File: src/rtl/mem_access_unit_if.sv
// mem_access_unit_if -- data-memory bus between the MEM-stage load/store
// unit and a variable-latency data memory.
//
// Signals (named from the load/store unit's point of view):
//   mem_req_o    unit -> mem  request, held high until mem_ack_i
//   mem_we_o     unit -> mem  1 = write, 0 = read
//   mem_addr_o   unit -> mem  word-aligned byte address
//   mem_be_o     unit -> mem  byte enables, bit n = byte lane n
//   mem_wdata_o  unit -> mem  lane-replicated write data
//   mem_ack_i    mem -> unit  write accepted / read data valid this cycle
//   mem_rdata_i  mem -> unit  read data, valid with mem_ack_i
//
// Modports: master = load/store unit, slave = memory.
interface mem_access_unit_if;
  logic        mem_req_o;
  logic        mem_we_o;
  logic [31:0] mem_addr_o;
  logic [3:0]  mem_be_o;
  logic [31:0] mem_wdata_o;
  logic        mem_ack_i;
  logic [31:0] mem_rdata_i;

  modport master (
    output mem_req_o,
    output mem_we_o,
    output mem_addr_o,
    output mem_be_o,
    output mem_wdata_o,
    input  mem_ack_i,
    input  mem_rdata_i
  );

  modport slave (
    input  mem_req_o,
    input  mem_we_o,
    input  mem_addr_o,
    input  mem_be_o,
    input  mem_wdata_o,
    output mem_ack_i,
    output mem_rdata_i
  );
endinterface

File: src/rtl/mem_access_unit.sv
// mem_access_unit -- MEM-stage load/store datapath.
//
// Places store data on the correct byte lanes of the data memory, extracts
// and sign/zero-extends byte/halfword load data, and runs a req/ack
// handshake with a variable-latency memory while stalling the pipeline.
//
// Parameters:
//   TIMEOUT  max WAIT cycles without mem_ack_i before giving up with err_o
//            (0 = wait forever)
//
// Optional feature macro:
//   MISALIGN_CHECK_EN  when defined, misaligned half/word accesses complete
//                      immediately with err_o=1 and never reach memory.
//                      When undefined, the low address bits a half/word
//                      access does not need are simply ignored.
//
// Ports:
//   clk_i       clock, all state on the rising edge
//   rst_i       synchronous reset, active low
//   req_i       MEM stage holds a load/store this cycle
//   we_i        1 = store, 0 = load
//   size_i      00 byte, 01 half, 10/11 word
//   unsigned_i  load zero-extends when 1, sign-extends when 0
//   addr_i      byte address
//   wdata_i     store data (low bits used for byte/half)
//   rdata_o     extended load result, valid while done_o
//   done_o      one-cycle completion pulse
//   stall_o     pipeline hold request (combinational)
//   err_o       timeout / misalignment error, coincident with done_o
//   mem         data-memory bus (master side)
module mem_access_unit #(
  parameter int TIMEOUT = 0
) (
  input  logic                     clk_i,
  input  logic                     rst_i,
  input  logic                     req_i,
  input  logic                     we_i,
  input  logic [1:0]               size_i,
  input  logic                     unsigned_i,
  input  logic [31:0]              addr_i,
  input  logic [31:0]              wdata_i,
  output logic [31:0]              rdata_o,
  output logic                     done_o,
  output logic                     stall_o,
  output logic                     err_o,
  mem_access_unit_if.master        mem
);

  // Counter only needs to reach TIMEOUT-1; keep at least one bit.
  localparam int CW = (TIMEOUT > 1) ? $clog2(TIMEOUT) : 1;

  typedef enum logic [1:0] {
    IDLE = 2'd0,
    WAIT = 2'd1,
    DONE = 2'd2
  } state_t;

  state_t        state_reg, state_next;
  logic [CW-1:0] cnt_reg, cnt_next;

  // Request attributes needed after issue to shape the load result.
  logic [1:0]    size_reg, size_next;
  logic          unsigned_reg, unsigned_next;
  logic [1:0]    lane_reg, lane_next;

  // Registered memory-side outputs.
  logic          mem_req_reg, mem_req_next;
  logic          mem_we_reg, mem_we_next;
  logic [31:0]   mem_addr_reg, mem_addr_next;
  logic [3:0]    mem_be_reg, mem_be_next;
  logic [31:0]   mem_wdata_reg, mem_wdata_next;

  // Registered pipeline-side outputs.
  logic          done_reg, done_next;
  logic          err_reg, err_next;
  logic [31:0]   rdata_reg, rdata_next;

  logic          misaligned;
  logic          timeout_hit;

  // ------------------------------------------------------------------
  // Lane helpers
  // ------------------------------------------------------------------
  function automatic logic [3:0] store_be(input logic [1:0] size,
                                          input logic [1:0] lane);
    case (size)
      2'b00:   return 4'b0001 << lane;
      2'b01:   return lane[1] ? 4'b1100 : 4'b0011;
      default: return 4'b1111;
    endcase
  endfunction

  function automatic logic [31:0] store_data(input logic [1:0]  size,
                                             input logic [31:0] data);
    case (size)
      2'b00:   return {4{data[7:0]}};
      2'b01:   return {2{data[15:0]}};
      default: return data;
    endcase
  endfunction

  function automatic logic [31:0] load_extract(input logic [1:0]  size,
                                               input logic        uns,
                                               input logic [1:0]  lane,
                                               input logic [31:0] raw);
    logic [7:0]  b;
    logic [15:0] h;
    case (lane)
      2'd0:    b = raw[7:0];
      2'd1:    b = raw[15:8];
      2'd2:    b = raw[23:16];
      default: b = raw[31:24];
    endcase
    h = lane[1] ? raw[31:16] : raw[15:0];
    case (size)
      2'b00:   return {{24{b[7] & ~uns}}, b};
      2'b01:   return {{16{h[15] & ~uns}}, h};
      default: return raw;
    endcase
  endfunction

`ifdef MISALIGN_CHECK_EN
  function automatic logic is_misaligned(input logic [1:0] size,
                                         input logic [1:0] lane);
    // size 11 is handled as a word access
    return ((size == 2'b01) && lane[0]) ||
           (size[1] && (lane != 2'b00));
  endfunction

  assign misaligned = is_misaligned(size_i, addr_i[1:0]);
`else
  assign misaligned = 1'b0;
`endif

  // Last permitted WAIT cycle reached without ack (never when TIMEOUT=0).
  assign timeout_hit = (TIMEOUT > 0) && (cnt_reg == CW'(TIMEOUT - 1));

  // ------------------------------------------------------------------
  // Next-state / next-output logic
  // ------------------------------------------------------------------
  always_comb begin
    state_next     = state_reg;
    cnt_next       = cnt_reg;
    size_next      = size_reg;
    unsigned_next  = unsigned_reg;
    lane_next      = lane_reg;
    mem_req_next   = mem_req_reg;
    mem_we_next    = mem_we_reg;
    mem_addr_next  = mem_addr_reg;
    mem_be_next    = mem_be_reg;
    mem_wdata_next = mem_wdata_reg;
    done_next      = 1'b0;
    err_next       = 1'b0;
    rdata_next     = 32'h0;

    case (state_reg)
      IDLE: begin
        if (req_i) begin
          if (misaligned) begin
            // Rejected without touching memory.
            state_next   = DONE;
            mem_req_next = 1'b0;
            done_next    = 1'b1;
            err_next     = 1'b1;
          end else begin
            state_next     = WAIT;
            cnt_next       = '0;
            size_next      = size_i;
            unsigned_next  = unsigned_i;
            lane_next      = addr_i[1:0];
            mem_req_next   = 1'b1;
            mem_we_next    = we_i;
            mem_addr_next  = {addr_i[31:2], 2'b00};
            mem_be_next    = store_be(size_i, addr_i[1:0]);
            mem_wdata_next = store_data(size_i, wdata_i);
          end
        end
      end

      WAIT: begin
        // Bus outputs hold their issued values; req_i is deliberately
        // not looked at here so a flush cannot abandon the access.
        if (mem.mem_ack_i) begin
          state_next   = DONE;
          mem_req_next = 1'b0;
          done_next    = 1'b1;
          rdata_next   = mem_we_reg ? 32'h0 :
                         load_extract(size_reg, unsigned_reg, lane_reg,
                                      mem.mem_rdata_i);
        end else if (timeout_hit) begin
          state_next   = DONE;
          mem_req_next = 1'b0;
          done_next    = 1'b1;
          err_next     = 1'b1;
        end else begin
          cnt_next = cnt_reg + CW'(1);
        end
      end

      DONE: begin
        // A request seen here waits for the next IDLE cycle.
        state_next = IDLE;
      end

      default: begin
        state_next   = IDLE;
        mem_req_next = 1'b0;
      end
    endcase
  end

  // ------------------------------------------------------------------
  // State and output registers
  // ------------------------------------------------------------------
  always_ff @(posedge clk_i) begin
    if (!rst_i) begin
      state_reg     <= IDLE;
      cnt_reg       <= '0;
      size_reg      <= 2'b00;
      unsigned_reg  <= 1'b0;
      lane_reg      <= 2'b00;
      mem_req_reg   <= 1'b0;
      mem_we_reg    <= 1'b0;
      mem_addr_reg  <= 32'h0;
      mem_be_reg    <= 4'h0;
      mem_wdata_reg <= 32'h0;
      done_reg      <= 1'b0;
      err_reg       <= 1'b0;
      rdata_reg     <= 32'h0;
    end else begin
      state_reg     <= state_next;
      cnt_reg       <= cnt_next;
      size_reg      <= size_next;
      unsigned_reg  <= unsigned_next;
      lane_reg      <= lane_next;
      mem_req_reg   <= mem_req_next;
      mem_we_reg    <= mem_we_next;
      mem_addr_reg  <= mem_addr_next;
      mem_be_reg    <= mem_be_next;
      mem_wdata_reg <= mem_wdata_next;
      done_reg      <= done_next;
      err_reg       <= err_next;
      rdata_reg     <= rdata_next;
    end
  end

  // Stall drops in DONE so the pipeline advances in the completion cycle.
  assign stall_o         = req_i & (state_reg != DONE);

  assign done_o          = done_reg;
  assign err_o           = err_reg;
  assign rdata_o         = rdata_reg;
  assign mem.mem_req_o   = mem_req_reg;
  assign mem.mem_we_o    = mem_we_reg;
  assign mem.mem_addr_o  = mem_addr_reg;
  assign mem.mem_be_o    = mem_be_reg;
  assign mem.mem_wdata_o = mem_wdata_reg;

endmodule
File: src/flat_wrapper.sv
// flat-port wrapper written by rule: the top's interface ports become plain ports
module mem_access_unit_flat 
#(
  parameter int TIMEOUT = 0
)
  (clk_i, rst_i, req_i, we_i, size_i, unsigned_i, addr_i, wdata_i, rdata_o, done_o, stall_o, err_o, mem_mem_req_o, mem_mem_we_o, mem_mem_addr_o, mem_mem_be_o, mem_mem_wdata_o, mem_mem_ack_i, mem_mem_rdata_i);
  mem_access_unit_if mem_i ();
  input  logic clk_i;
  input  logic rst_i;
  input  logic req_i;
  input  logic we_i;
  input  logic [1:0] size_i;
  input  logic unsigned_i;
  input  logic [31:0] addr_i;
  input  logic [31:0] wdata_i;
  output logic [31:0] rdata_o;
  output logic done_o;
  output logic stall_o;
  output logic err_o;
  output wire logic [$bits(mem_i.mem_req_o)-1:0] mem_mem_req_o;
  output wire logic [$bits(mem_i.mem_we_o)-1:0] mem_mem_we_o;
  output wire logic [$bits(mem_i.mem_addr_o)-1:0] mem_mem_addr_o;
  output wire logic [$bits(mem_i.mem_be_o)-1:0] mem_mem_be_o;
  output wire logic [$bits(mem_i.mem_wdata_o)-1:0] mem_mem_wdata_o;
  input wire logic [$bits(mem_i.mem_ack_i)-1:0] mem_mem_ack_i;
  input wire logic [$bits(mem_i.mem_rdata_i)-1:0] mem_mem_rdata_i;
  assign mem_mem_req_o = mem_i.mem_req_o;
  assign mem_mem_we_o = mem_i.mem_we_o;
  assign mem_mem_addr_o = mem_i.mem_addr_o;
  assign mem_mem_be_o = mem_i.mem_be_o;
  assign mem_mem_wdata_o = mem_i.mem_wdata_o;
  assign mem_i.mem_ack_i = mem_mem_ack_i;
  assign mem_i.mem_rdata_i = mem_mem_rdata_i;
  mem_access_unit #(.TIMEOUT(TIMEOUT)) u_core (.clk_i(clk_i), .rst_i(rst_i), .req_i(req_i), .we_i(we_i), .size_i(size_i), .unsigned_i(unsigned_i), .addr_i(addr_i), .wdata_i(wdata_i), .rdata_o(rdata_o), .done_o(done_o), .stall_o(stall_o), .err_o(err_o), .mem(mem_i));
endmodule
File: config.mk
export PLATFORM = sky130hd
export DESIGN_NAME = mem_access_unit_flat
export DESIGN_NICKNAME = d
export VERILOG_FILES = /design/src/rtl/mem_access_unit_if.sv /design/src/rtl/mem_access_unit.sv /design/src/flat_wrapper.sv
export SDC_FILE = /design/constraint.sdc
export NUM_CORES = 1
export LEC_CHECK = 0
export CAP_MARGIN = 20
export CORE_MARGIN = 4
export CORE_UTILIZATION = 37
export CTS_CLUSTER_DIAMETER = 30
export DETAILED_ROUTE_END_ITERATION = 8
export PLACE_DENSITY = 0.75
export RECOVER_POWER = 100
export SLEW_MARGIN = 5
export SYNTH_ARGS = -nofsm -noshare
export SYNTH_HDL_FRONTEND = slang
export SYNTH_SLANG_ARGS = --single-unit
File: constraint.sdc
create_clock -name clk_i -period 1.6 [get_ports clk_i]
set_input_delay 0.16 -clock clk_i [delete_from_list [all_inputs] [get_ports clk_i]]
set_output_delay 0.16 -clock clk_i [all_outputs]
set_load 0.01 [all_outputs]
==> results.md <==
- P per Cell Area: 963.3 nW/um^2
- CP Data Required Time: 1.83 ns
- Synth Area in Simple Gates: 19.10%
- Detailed Routing Iterations Pass 1: 5
- Worst hold path class: input pin to flop
- Final ANT Viol Nets: 0
- CP max stage cell: mux4_2
- Worst Tran Pin Value: 0.5437 ns
- Final Setup Violations: 0
- Area leader, netlist: dfxtp_1
- Initial core utilization: 38.30%
- Pin count of the biggest net entering global routing: 57
- Max-slew violation count: 0
- Diodes inserted: 0
- Max_cap viols: 0
- Post-CTS Hold Buffers: 0
- Fin crit share: 98.01%
- Clk buf depth: 2
- Share of post-route cells with drive strength above 1: 10.22%
- Yosys Warn Count: 0
- Syn Inst Count: 538
- Area growth, synth to finish: 60.08%
- CTS tree: yes
- Crit-path max cell delay: 0.51 ns
- Hold_sp: addr_i[29]
- R2R setup slack: 0.03 ns
- Rows: 39
- 1st-iter DRT viols: 356
- Element type at the critical path start: flop
- Setup CP Type: flop to flop
- Leak: 2.949 nW
- Avg WL per Cell: 16.00 um
- Clk Latency, worst-skew pair: 0.34 ns
- Commonest non-fill, non-tap cell in the layout: nand2_1
- First-pass GRT wire length: 22950 um
- Final worst setup slack: 0.03188 ns
- HPWL after detailed placement: 10780 um
- Vias in the first global route: 4546
- Reg2Reg Launch Point: u_core.lane_reg[0]$_SDFFE_PN0P_
- Maximum clock rate: 637.7 MHz
- Compound-Gate Fraction of Synth Area: 20.62%
- #FFs+latches synth: 108
- Sequential-to-total area share from yosys stat: 48.61%
- Synth Cell Area: 4448 sq um
- DR vias: 4542
- DR vias/cell: 5.121
- # DRC: 0
- CP Launch Point: u_core.lane_reg[0]$_SDFFE_PN0P_
- Filler cells: 1021
- Synth Area in XOR/XNOR: 0%
- RSZ-0062 raised after global routing: true
- Critical path, cell by cell: mux4_2 -> and3b_2 -> a211oi_2 -> nor3_1
- Mux cell area share after synthesis: 6.104%
- Synth area leaders: dfxtp_1, nand2_1, a21oi_1
- Largest family of logic cells by synthesized area: compound AO/OA/AOI/OAI gates
- Total power: 0.006859 W
- Most frequent cells in the layout: nand2_1, dfxtp_1, clkdlybuf4s50_1, dlygate4sd3_1, a21oi_1
- Avg Cell Area, Syn: 8.268 sq um
- Clock transition at the registers of the reported paths: 0.07 ns
- Root Buffer: clkbuf_16
- Setup bufs post-CTS: 0
- CTS Sinks: 108
- Die H: 117.6 um
- Final min period: 1.568 ns
- Chip Width: 117.6 um
- Share of the synthesized area in the top cell type: 48.61%
- CTS Buf Count: 9
- Unique masters post-synth: 35
- CP delay by family, top: multiplexers
- Status: completed
- I/O pin cnt: 209
- Port buffer count: 205
- Arrival time worst endpoint: 1.80 ns
- Final Hold Viols: 0
- Number of buffers and inverters on the critical path: 0
- Critical Path End Type: flop
- Total wire length: 14190 um
- Synth Area in Adders: 0%
- Die Area: 13840 sq um
- Antenna violations before repair: 0
- Slew HR: 63.75%
- Gpl congestion: 0.8956
- H-tree depth: 3
- Worst-path fanout max: 8
- Maximum vdd ir drop: 0.6085 mV
- Worst slack, placed: -0.3335 ns
- Final #Nets: 843
- Global Route Usage Sum: 20.07%
- Clock Skews: 0.006109 ns
- Core area: 11610 sq um
- Gr ovfl total: 0
## path summary, 6_finish.rpt
kind	endpoint	cells past startpoint
worst max-delay path	u_core.rdata_o[9]$_SDFF_PP0_	4
worst min-delay path	u_core.mem.mem_addr_o[29]$_SDFFE_PN0P_	3
worst min register to register	u_core.mem.mem_addr_o[13]$_SDFFE_PN0P_	2
worst max register to register	u_core.rdata_o[9]$_SDFF_PP0_	4
## worst min-delay path: stages
cell and delay, ns:
clkdlybuf4s50_1 0.39, nand2_1 0.05, a21oi_1 0.05
## through the flow
step	hold WS, ns	util, %	instances	area, sq um	TNS, ns
after floorplan	0.2925	-	540	4456	0
after global placement	0.4417	58.32	870	6773	-2.147
after detailed placement	0.4484	58.32	870	6773	-2.851
after CTS	0.3505	61.36	886	7126	0
after global routing	0.3562	61.31	887	7121	-0.1592
final	0.3660	61.31	887	7121	0
## cells in the mapped netlist
library cell / instances
and3b_1: 1
o21ai_0: 15
nand3_1: 1
clkbuf_1: 25
mux2i_1: 17
mux2_2: 7
o211ai_1: 8
mux4_2: 1
a211oi_1: 9
a21oi_1: 77
a211oi_2: 7
a31oi_1: 9
o221a_2: 7
a32oi_1: 1
o21ai_1: 1
dfxtp_1: 108
clkinv_1: 1
a221oi_2: 1
a21boi_0: 1
nand2b_1: 6
buf_6: 2
or2_2: 1
a311oi_1: 8
nor4b_1: 1
nor2_1: 27
buf_1: 4
inv_1: 2
buf_2: 15
buf_4: 3
nor3_1: 17
conb_1: 1
nor4_1: 1
nor2b_1: 8
inv_2: 1
nand2_1: 144
## final cells by class
| type | instances | area, sq um | area share, % |
|---|---|---|---|
| repair buffers | 237 | 2351 | 33.02 |
| flip-flops and latches | 108 | 2165 | 30.40 |
| multi-input cells | 379 | 2059 | 28.92 |
| clock buffers | 12 | 256.5 | 3.602 |
| well taps | 143 | 178.9 | 2.513 |
| clock inverters | 4 | 95.09 | 1.335 |
| inverters | 4 | 15.01 | 0.2109 |
## layer usage
| layer | routed length [um] | global-route usage [%] | part of all wire [%] | vias to the layer above |
|---|---|---|---|---|
| li1 | - | - | - | 2241 |
| met1 | 5766 | 23.70 | 41 | 2087 |
| met2 | 6967 | 34.17 | 49 | 193 |
| met3 | 1141 | 6.247 | 8.0 | 21 |
| met4 | 317 | 7.473 | 2.2 | 0 |
| met5 | 0 | 0 | 0 | - |
## kinds of logic (layout without fill, tap and decap cells)
logic type,Yosys count,in the layout
flops,108,108
compound gates,144,144
simple gates,207,207
other cells,1,3
buf+inv,53,257
mux,25,25
## where the power goes
group | switching [W] | internal, W
Sequential | 0.0000810 | 0.00285
Combinational | 0.000658 | 0.000706
Clock | 0.000952 | 0.00161
## what timing repair did
action / CTS / global route
pin swaps: 1 / 10
cloned: 0 / 1
gates resized for setup: 3 / 6
setup endpoints to repair: 9 / 21
hold endpoints to repair: 0 / 0
No activity file was read; power rests on OpenSTA's default activity.
==> RTL edit: new RTL, same settings <==
Put one more register stage on the output `err_o`, with the module's reset. The value now appears one clock later. The other outputs are not delayed to match. Comments in the files are not updated.
--- a/src/rtl/mem_access_unit.sv
+++ b/src/rtl/mem_access_unit.sv
@@ -250,3 +250,9 @@
   assign done_o          = done_reg;
-  assign err_o           = err_reg;
+  always_ff @(posedge clk_i) begin
+    if (!rst_i) begin
+      err_o <= '0;
+    end else begin
+      err_o <= err_reg;
+    end
+  end
   assign rdata_o         = rdata_reg;
Behaviour: unchanged (equiv_simple and equiv_induct, registers matched by name and starting in step).
==> RTL edit against the original RTL <==
- total power decreased by 1.4%
- non-clock buffer count down 5
- routed wire length decreased by 3.3%
- setup slack worse by 0.0097 ns
- sequential cell count unchanged
- clock skew grew 0.0020 ns
- count of clock-buffer cells in the layout decreased by 2
- area after synthesis decreased by 0.59%
- die area shrank 0.55%
- global-route usage decreased by 0.46 points
- final area decreased by 0.46%
- critical endpoint is now u_core.rdata_o[10]$_SDFF_PP0_
==> RTL edit: results (changes against the original RTL) <==
Status -> completed (unchanged)
Placed insts -> 843 (was 870)
Aggregate routed wire length -> 13,720 um (was 14,190 um)
1st-iter DRT viols -> 322 (was 356)
Synth cell types -> 36 (was 35)
Dpl hpwl -> 10,370 um (was 10,780 um)
Average size of a mapped cell -> 8.739 sq um (was 8.268 sq um)
CP arrival -> 1.85 ns (was 1.80 ns)
Largest net degree at the start of global routing -> 77 (was 57)
Number of global-route vias before repair -> 4,324 (was 4,546)
Share of cells above drive strength 1 -> 7.961% (was 10.22%)
Most instantiated cells after synthesis -> nand2_1 (117), dfxtp_1 (108), a21boi_0 (42) (was nand2_1 (144), dfxtp_1 (108), a21oi_1 (77))
Fin cells -> 859 (was 887)
DP Area -> 0.006768 sq mm (was 0.006773 sq mm)
First-pass GRT wire length -> 22,200 um (was 22,950 um)
Reg2reg path depth -> 6 (was 4)
Routability-driven placement congestion ratio -> 0.8123 (was 0.8956)
Min setup slack post-route -> 0.02213 ns (was 0.03188 ns)
Nets -> 815 (was 843)
Hold depth -> 2 (was 3)
Hold Slack -> 0.2009 ns (was 0.3660 ns)
Leak -> 3.115 nW (was 2.949 nW)
Skew final -> 0.008095 ns (was 0.006109 ns)
Sequential-to-total area share from yosys stat -> 48.90% (was 48.61%)
Initial DRT Pass Iterations -> 7 (was 5)
Pre-CTS WS -> -0.09005 ns (was -0.3335 ns)
RTL edit: cell types whose count changed after synthesis, moves of 14 or more:
cell,unedited run,this run
a21boi_0,1,42
a21oi_1,77,21
inv_1,2,19
nand2_1,144,117
nand3_1,1,17
nor2_1,27,13
o211a_1,0,16
o21ai_0,15,31
RTL edit: final timing paths:
check | startpoint | to
max | u_core.lane_reg[1]$_SDFFE_PN0P_ | u_core.rdata_o[10]$_SDFF_PP0_
min | rst_i | u_core.state_reg[1]$_SDFFE_PN0P_
max reg2reg | u_core.lane_reg[1]$_SDFFE_PN0P_ | u_core.rdata_o[10]$_SDFF_PP0_
min reg2reg | u_core.mem.mem_addr_o[17]$_SDFFE_PN0P_ | u_core.mem.mem_addr_o[17]$_SDFFE_PN0P_
RTL edit: power by group:
group / total (mW) / switching (mW) / internal (mW)
Clock: 2.52 / 0.989 / 1.53
Sequential: 2.94 / 0.0848 / 2.85
Combinational: 1.30 / 0.591 / 0.713
RTL edit: routing by layer:
metal | track usage, % | part of all wire, %
met5 | 0 | 0
met4 | 8.065 | 2.7
met3 | 7.459 | 9.4
met2 | 32.08 | 47
met1 | 23.16 | 41
RTL edit: critical path, cell delays in order, from the launching register on:
cell and delay (ns):
dfxtp_2 0.33, buf_12 0.14, mux2i_2 0.16, buf_4 0.15, o32ai_4 0.43, a211oi_1 0.10
nor3_1 0.17
RTL edit: cell type report:
class,count,area [sq um]
clock buffers,10,229.0
clock inverters,6,111.4
fillers,987,4477
inverters,20,75.07
multi-input cells,340,2022
flip-flops and latches,108,2163
well taps,143,178.9
repair buffers,232,2308
RTL edit: what timing repair did:
action,in CTS,in global routing
pin swaps,0,8
gates cloned,0,0
setup endpoints to repair,2,8
gates resized for setup,2,2
